$ cat config.mk
export PLATFORM = sky130hd
export DESIGN_NAME = voice_allocator
export DESIGN_NICKNAME = d
export VERILOG_FILES = /design/src/rtl/voice_allocator.sv
export SDC_FILE = /design/constraint.sdc
export NUM_CORES = 1
export LEC_CHECK = 0
export BUFFER_PORTS_ARGS = -buffer_cell sky130_fd_sc_hd__buf_4
export CAP_MARGIN = 20
export CORE_MARGIN = 3
export CORE_UTILIZATION = 25
export CTS_BUF_LIST = sky130_fd_sc_hd__clkbuf_2
export DETAILED_ROUTE_END_ITERATION = 10
export PLACE_DENSITY = 0.44
export SYNTH_ARGS = -nofsm -noshare
export SYNTH_HDL_FRONTEND = slang
export SYNTH_SLANG_ARGS = --single-unit
$ cat constraint.sdc
create_clock -name clock_50_000_000 -period 13.4 [get_ports clock_50_000_000]
set_input_delay 4.02 -clock clock_50_000_000 [delete_from_list [all_inputs] [get_ports clock_50_000_000]]
set_output_delay 4.02 -clock clock_50_000_000 [all_outputs]
set_load 0.01 [all_outputs]
$ cat src/rtl/voice_allocator.sv
// Polyphonic voice allocator: maps note-on/off events onto VOICE_COUNT synthesis
// pipelines with sustain hold, oldest-voice stealing and an all-notes-off panic.
package voice_allocator_pkg;
    typedef enum logic {OFF = 1'b0, ON = 1'b1} note_status_t;

    typedef struct packed {
        note_status_t status;
        logic [6:0]   note_number;
        logic [6:0]   velocity;
    } note_change_t;
endpackage

module voice_allocator
    import voice_allocator_pkg::*;
#(
    parameter int VOICE_COUNT  = 4,
    parameter int STEAL_ENABLE = 1,
    parameter int AGE_WIDTH    = 8
) (
    input  logic                               clock_50_000_000,
    input  logic                               reset,
    input  note_change_t                       note,
    input  logic                               note_ready,
    input  logic                               sustain,
    input  logic                               all_notes_off,
    output note_change_t [VOICE_COUNT-1:0]     pipeline_notes,
    output logic [VOICE_COUNT-1:0]             pipeline_notes_ready,
    output logic                               note_dropped,
    output logic [$clog2(VOICE_COUNT+1)-1:0]   voices_active
);
    localparam int IDX_W = $clog2(VOICE_COUNT);
    localparam int ACT_W = $clog2(VOICE_COUNT + 1);
    localparam logic [AGE_WIDTH-1:0] AGE_MAX = '1;

    typedef enum logic [1:0] {IDLE, HELD, SUSTAINED} voice_state_t;

    voice_state_t           state_q [VOICE_COUNT];
    voice_state_t           state_d [VOICE_COUNT];
    logic [6:0]             note_q  [VOICE_COUNT];
    logic [6:0]             note_d  [VOICE_COUNT];
    logic [6:0]             vel_q   [VOICE_COUNT];
    logic [6:0]             vel_d   [VOICE_COUNT];
    logic [AGE_WIDTH-1:0]   age_q   [VOICE_COUNT];
    logic [AGE_WIDTH-1:0]   age_d   [VOICE_COUNT];
    logic [VOICE_COUNT-1:0] strobe_q, strobe_d;
    logic                   dropped_q, dropped_d;
    logic                   sustain_q, sustain_d;
    logic [ACT_W-1:0]       active_q, active_d;

    logic                   sustain_fall, is_on, is_off;
    logic                   match_found, free_found, old_found, target_ok;
    logic [IDX_W-1:0]       match_idx, free_idx, old_idx, target_idx;
    logic [AGE_WIDTH-1:0]   old_age;

    always_comb begin
        state_d      = state_q;
        note_d       = note_q;
        vel_d        = vel_q;
        age_d        = age_q;
        strobe_d     = '0;
        dropped_d    = 1'b0;
        sustain_d    = sustain;
        active_d     = '0;
        match_found  = 1'b0;
        match_idx    = '0;
        free_found   = 1'b0;
        free_idx     = '0;
        old_found    = 1'b0;
        old_idx      = '0;
        old_age      = '0;
        target_ok    = 1'b0;
        target_idx   = '0;

        sustain_fall = sustain_q && !sustain;
        is_on        = note_ready && (note.status == ON) && (note.velocity != 7'd0);
        is_off       = note_ready && !is_on;

        if (sustain_fall) begin
            for (int i = 0; i < VOICE_COUNT; i++) begin
                if (state_q[i] == SUSTAINED) begin
                    state_d[i]  = IDLE;
                    strobe_d[i] = 1'b1;
                end
            end
        end

        // Match against pre-release state so a releasing voice can still be retriggered in place.
        for (int i = 0; i < VOICE_COUNT; i++) begin
            if (!match_found && state_q[i] != IDLE && note_q[i] == note.note_number) begin
                match_found = 1'b1;
                match_idx   = IDX_W'(i);
            end
            if (!free_found && state_d[i] == IDLE) begin
                free_found = 1'b1;
                free_idx   = IDX_W'(i);
            end
            if (state_d[i] != IDLE && (!old_found || age_q[i] > old_age)) begin
                old_found = 1'b1;
                old_idx   = IDX_W'(i);
                old_age   = age_q[i];
            end
        end

        if (is_on) begin
            if (match_found) begin
                target_ok  = 1'b1;
                target_idx = match_idx;
            end else if (free_found) begin
                target_ok  = 1'b1;
                target_idx = free_idx;
            end else if (STEAL_ENABLE != 0) begin
                target_ok  = 1'b1;
                target_idx = old_idx;
            end else begin
                dropped_d = 1'b1;
            end
            if (target_ok) begin
                for (int i = 0; i < VOICE_COUNT; i++) begin
                    if (IDX_W'(i) == target_idx) begin
                        state_d[i]  = HELD;
                        note_d[i]   = note.note_number;
                        vel_d[i]    = note.velocity;
                        age_d[i]    = '0;
                        strobe_d[i] = 1'b1;
                    end else if (state_d[i] != IDLE && age_q[i] != AGE_MAX) begin
                        age_d[i] = age_q[i] + 1'b1;
                    end
                end
            end
        end else if (is_off && match_found && state_q[match_idx] == HELD) begin
            if (sustain) begin
                state_d[match_idx] = SUSTAINED;
            end else begin
                state_d[match_idx]  = IDLE;
                strobe_d[match_idx] = 1'b1;
            end
        end

        if (all_notes_off) begin
            dropped_d = 1'b0;
            for (int i = 0; i < VOICE_COUNT; i++) begin
                state_d[i]  = IDLE;
                note_d[i]   = note_q[i];
                vel_d[i]    = vel_q[i];
                age_d[i]    = '0;
                strobe_d[i] = (state_q[i] != IDLE);
            end
        end

        for (int i = 0; i < VOICE_COUNT; i++) begin
            if (state_d[i] != IDLE) begin
                active_d = active_d + ACT_W'(1);
            end
        end
    end

    always_ff @(posedge clock_50_000_000) begin
        if (reset) begin
            for (int i = 0; i < VOICE_COUNT; i++) begin
                state_q[i] <= IDLE;
                note_q[i]  <= '0;
                vel_q[i]   <= '0;
                age_q[i]   <= '0;
            end
            strobe_q  <= '0;
            dropped_q <= 1'b0;
            sustain_q <= 1'b0;
            active_q  <= '0;
        end else begin
            state_q   <= state_d;
            note_q    <= note_d;
            vel_q     <= vel_d;
            age_q     <= age_d;
            strobe_q  <= strobe_d;
            dropped_q <= dropped_d;
            sustain_q <= sustain_d;
            active_q  <= active_d;
        end
    end

    always_comb begin
        for (int i = 0; i < VOICE_COUNT; i++) begin
            pipeline_notes[i].status      = (state_q[i] == IDLE) ? OFF : ON;
            pipeline_notes[i].note_number = note_q[i];
            pipeline_notes[i].velocity    = vel_q[i];
        end
    end

    assign pipeline_notes_ready = strobe_q;
    assign note_dropped         = dropped_q;
    assign voices_active        = active_q;
endmodule

* Word level (Yosys, flattened, before mapping)
Index checks and enable logic that the tools add are counted.
Operators by class: shift-type cells 0, add/sub/neg operators 7, eq/ne operators 16, div/mod/pow operators 0, $mul 0, multiplexer cells 78, reductions and logical operators 74, $lt $le $gt $ge 7, bitwise gates (word level) 8
Operators by type and width (count):
- $mux 8 | 17
- $mux 2 | 20
- $add 8x1->8 const B | 4
- $ne 8x8->1 const B | 4
- $reduce_bool 2->1 | 16
- $mux 1 | 29
- $eq 7x7->1 | 4
- $logic_and 1x1->1 | 25
- $gt 8x8->1 | 3
- $mux 4 | 6
- $logic_not 2->1 | 9
- $reduce_and 4->1 | 4
- $reduce_and 3->1 | 4
- $logic_not 1->1 | 11
- $add 3x1->3 const B | 3
- $mux 3 | 3
- $and 8x8->8 | 1
- $eq 2x2->1 const B | 4
- $not 8->8 | 1
- $or 4x4->4 | 2
- $reduce_bool 7->1 | 1
- $and 4x4->4 | 1
- $bmux 2 s2 | 1
- $demux 2 s2 | 1
- other kinds (13) | 16
Word-level totals: register bits after elaboration 104, memories kept 0, bits of input ports 20, latch bits 0, RAM bits 0, memory bits (read-only) 0, output and inout port bits 68, word-level logic and storage cells 209

* Logic depth before layout (Yosys ltp)
depth in word-level cells 34, depth in mapped cells 41, gate-level depth less buffers 37

* Worst setup path after synthesis
No wires, ideal clock.
kind input-to-reg, start point input port sustain, end point register active_q[2], in the netlist voices_active[2], required time 13329 ps, path buffers 5, data arrival time 10885 ps, stages 38, slack 2445 ps, setup time 71 ps, cells stage by stage nand2b_1 > buf_2 > a21o_1 > buf_2 > and2_1 > ha_1 > nand4_1 > or2_1 > a221o_1 > clkbuf_1 > a21oi_1 > a31oi_1 > ha_1 > nand4_1 > nor2_1 > a211oi_1 > nor2_1 > a21o_1 > [2 not listed] > o21ai_0 > ha_1 > a21o_1 > a211oi_1 > o22ai_1 > or3_1 > a22o_1 > a21oi_1 > buf_2 > a21oi_1 > nand2_1 > a21oi_1 > a211o_1 > ha_1 > xnor2_4 > ha_1 > a211o_1 > a21oi_1
On the way: word-level cells in the longest chain between the ends 33, elaborated cells on any way between the ends 75, those cells by class add/sub: 3; order compare: 3; eq/ne: 3; mux: 33; bitwise: 3; reduce/logical: 30
RTL lines:
- start, declared | line 24 | input logic sustain,
- $logic_not 1->1 | line 74 | sustain_fall = sustain_q && !sustain;
- $logic_and 1x1->1 | line 74
- $mux 8 | line 78 | if (sustain_fall) begin
- $reduce_bool 2->1 | line 97 | if (state_d[i] != IDLE && (!old_found || age_q[i] > old_age)) begin
- $mux 8 or $mux 1 (tied branches) | line 97
- $gt 8x8->1 or $logic_not 1->1 (tied branches) | line 97
- $logic_or 1x1->1 | line 97
- $logic_and 1x1->1 | line 97
- [17 not listed]
- $reduce_bool 2->1 | line 151 | if (state_d[i] != IDLE) begin
- $mux 1 | line 151
- $add 3x1->3 | line 152 | active_d = active_d + ACT_W'(1);
- $mux 3 | line 151
- $add 3x1->3 | line 152
- $mux 3 | line 151
- $add 3x1->3 | line 152
- $mux 3 (*) | line 151
- end signal, assigned | line 177 | active_q <= active_d;
- end, declared | line 48 | logic [ACT_W-1:0] active_q, active_d;
Mark *: on every way between the ends. The rest lies on a longest branch, timed or not. The select of a mux whose other input is x is not followed. A chain may end at the register's enable or synchronous reset.

* Worst setup path after layout
Ends and elaborated chain as after synthesis.

==> results.tsv <==
metric	value	unit
status	complete, no violations	
syn_to_final_growth	17.9	%
grt_usage	13.4	%
synth.net_count	698	
initial_core_util	25.8	%
crit_type	primary input to flop	
period_minus_slack	10970	ps
hold_start	pipeline_notes[18]$_SDFFE_PP0P_	
clk_path_buf_depth	2	
ioPinCount	88	
die_h	157	µm
htreeDepth	3	
clkLatencyLatePin	690	ps
die_w	157	µm
crit_fanout	16	
finalSetupViolCount	0	
cp-end-kind	flop	
grt_pass1_wl	26400	µm
hold_class	flop to flop	
antenna_left	0	
maxSlewViolCount	0	
cp_common_cell	ha_1	
drive_above_1_share	17.3	%
drc	0	
powerDensity	78.7	nW/µm²
gr-total-overflow	0	
cts_tree	built	
fin_crit_sh	81.9	%
drt_iter0_markers	176	
power_frac_seq	59.5	%
fin_area	6750	µm²
placed_cell_area	6570	µm²
core	22200	µm²
p_sw_share	31.2	%
slew_headroom	25.2	%
cts.sinks	104	
fin_tns_setup	0	ps
post-cts-setup-buffers	0	
synth-seq-cells	104	
ir_drop	45.4	µV
routed_wirelength	16400	µm
rows	54	
viasPerCell	4.73	
route.vias.total	4745	
skew	65.7	ps
whs_endpoint	pipeline_notes[18]$_SDFFE_PP0P_	
worst_slew_pin_slew	1110	ps
max_cap_violations	0	
r2r-end	voices_active[2]$_SDFF_PP0_	
rr_startpoint	sustain_q$_SDFF_PP0_	
reg2regPathDepth	33	
r2r_slack	5570	ps
antenna_found_initial	1	
cts_made_buffers	9	
synth_edf_count	0	
cpMaxStageDelayCell	a221o_1	
rsz0062_at_grt	false	
synthCells	647	
grt_max_degree	71	
ys_types	66	
clock.fmax	0.0911	GHz
die_area	24700	µm²
path_clk_slew	390	ps
p_clk_share	32.8	%
cts_root_buf	clkbuf_2	
synth_area	5720	µm²
place_hpwl	12000	µm
yosysSeqAreaShare	36.4	%
p_int	365	µW
fin_nets	768	
final_core_util	30.4	%
fin_total_pwr	531	µW
power.switching	166	µW
gp_congestion	0.803	
port-buffer-count	86	
cts_resized	0	
synth.avg_cell_area	8.85	µm²
cp_data_required_time	14030	ps
p_comb_share	7.7	%
synth_flop_cell	dfxtp_1	
dr.pass1.iters	4	
grt_pass1_vias	4704	
wl_per_cell	16.3	µm
hold-path-cell-count	2	
ys_async_sr_fraction	0	%
ys.warnings.count	0	
start_kind	primary input	
cp_data_arrival_time	11600	ps
hold_buffers	0	
cp_slowest_stage_delay	520	ps
p_leak	2.81	nW
hold_violations	0	
==> state kept, by name (all words and copies together), names as in the netlist <==
register,flops
state_q,8
pipeline_notes,56
sustain_q,1
voices_active,3
pipeline_notes_ready,4
age_q,32
==> logic make-up (layout without fill, tap and decap cells) <==
logic type | Yosys count | count (layout) | share of synthesized area, %
AO/OA/AOI/OAI | 110 | 110 | 12.6
XOR/XNOR | 56 | 56 | 8.90
adder cells (fa/ha/maj) | 31 | 31 | 6.78
buffers and inverters | 45 | 120 | 3.87
flip-flops | 104 | 104 | 36.4
multiplexers | 63 | 63 | 11.1
other | 1 | 2 | 0.0655
AND/OR/NAND/NOR | 237 | 237 | 20.3
==> worst max path at each step <==
stage          cells after the start  startpoint                           to  slack, ps
6_report                          34     sustain  voices_active[2]$_SDFF_PP0_       2430
5_1_grt                           34     sustain  voices_active[2]$_SDFF_PP0_       1820
4_1_cts                           34     sustain  voices_active[2]$_SDFF_PP0_       2480
3_5_place_dp                      31     sustain  voices_active[1]$_SDFF_PP0_       1660
3_3_place_gp                      31     sustain  voices_active[1]$_SDFF_PP0_       1770
2_1_floorplan                     38     sustain  voices_active[2]$_SDFF_PP0_       2440
==> layout by cell type (no fill, tap or decap), types with 8 or more instances in the layout <==
master and n:
buf_4 88, inv_1 14, nor2_1 112, xnor2_1 13
nand4_1 17, clkbuf_2 9, mux2i_1 60, a31oi_1 8
a21oi_1 33, dfxtp_1 104, xor2_1 42, nor2b_1 8
nor3_1 11, o21ai_0 22, nand2_1 42, ha_1 31
==> through the flow <==
stage	hold WS (ps)	cells	setup slack (ps)
finish	533	1003	2430
global route	554	1003	1820
CTS	535	1000	2480
detailed placement	482	984	1660
global placement	478	984	1770
floorplan	493	647	2440
==> synth_stat cells (all sizes together) (2+ instances only) <==
cell / instances / area share [%]
nor2: 113 / 7.5
dfxtp: 104 / 36
mux2i: 61 / 11
nand2: 42 / 2.8
xor2: 42 / 6.4
a21oi: 34 / 3.0
ha: 31 / 6.8
o21ai: 25 / 2.2
buf: 18 / 2.1
nand4: 17 / 1.9
inv: 14 / 0.92
nor3: 14 / 1.7
xnor2: 14 / 2.5
clkbuf: 13 / 0.85
nor2b: 9 / 1.1
a31oi: 8 / 0.87
a21o: 7 / 0.92
and3: 7 / 0.77
nor4: 7 / 1.2
o2111ai: 7 / 1.1
nand3: 5 / 0.52
a211oi: 4 / 0.52
or2: 4 / 0.44
or3: 4 / 0.44
a311oi: 3 / 0.46
and2: 3 / 0.33
nand2b: 3 / 0.33
o211ai: 3 / 0.39
o21a: 3 / 0.39
or4: 3 / 0.39
a211o: 2 / 0.31
a21boi: 2 / 0.26
a22oi: 2 / 0.35
and4: 2 / 0.31
mux2: 2 / 0.39
o22ai: 2 / 0.22
==> power groups by stage <==
stage | clock, mW | combinational [mW] | sequential (mW)
detailed placement | 0 | 0.0417 | 0.320
floorplan | 0 | 0.0253 | 0.321
CTS | 0.186 | 0.0419 | 0.316
global route | 0.197 | 0.0453 | 0.317
finish | 0.174 | 0.0410 | 0.316
global placement | 0 | 0.0418 | 0.320
==> critical path, delay by kind of cell <==
family / cells / cell delay [ps]
XOR/XNOR: 1 / 170
adder cells (fa/ha/maj): 5 / 1470
buffers and inverters: 3 / 430
AND/OR/NAND/NOR: 9 / 1760
AO/OA/AOI/OAI: 16 / 3710
==> area by class of cell <==
type,count,area (µm²)
Multi-Input combinational cell,498,3420
Fill cell,2395,15400
Inverter,14,52.6
Antenna cell,1,2.50
Clock inverter,7,96.3
Clock buffer,9,45.0
Sequential cell,104,2080
Timing Repair Buffer,90,699
Tap cell,280,350
==> per-layer routing <==
metal	global-route usage [%]	wire length [µm]	up-vias
met5	0	0	-
met1	18.1	7880	2215
met2	21.4	7430	101
met3	4.45	890	12
li1	-	-	2417
met4	2.23	170	0
Note: power is estimated with default switching activity, not from simulation.
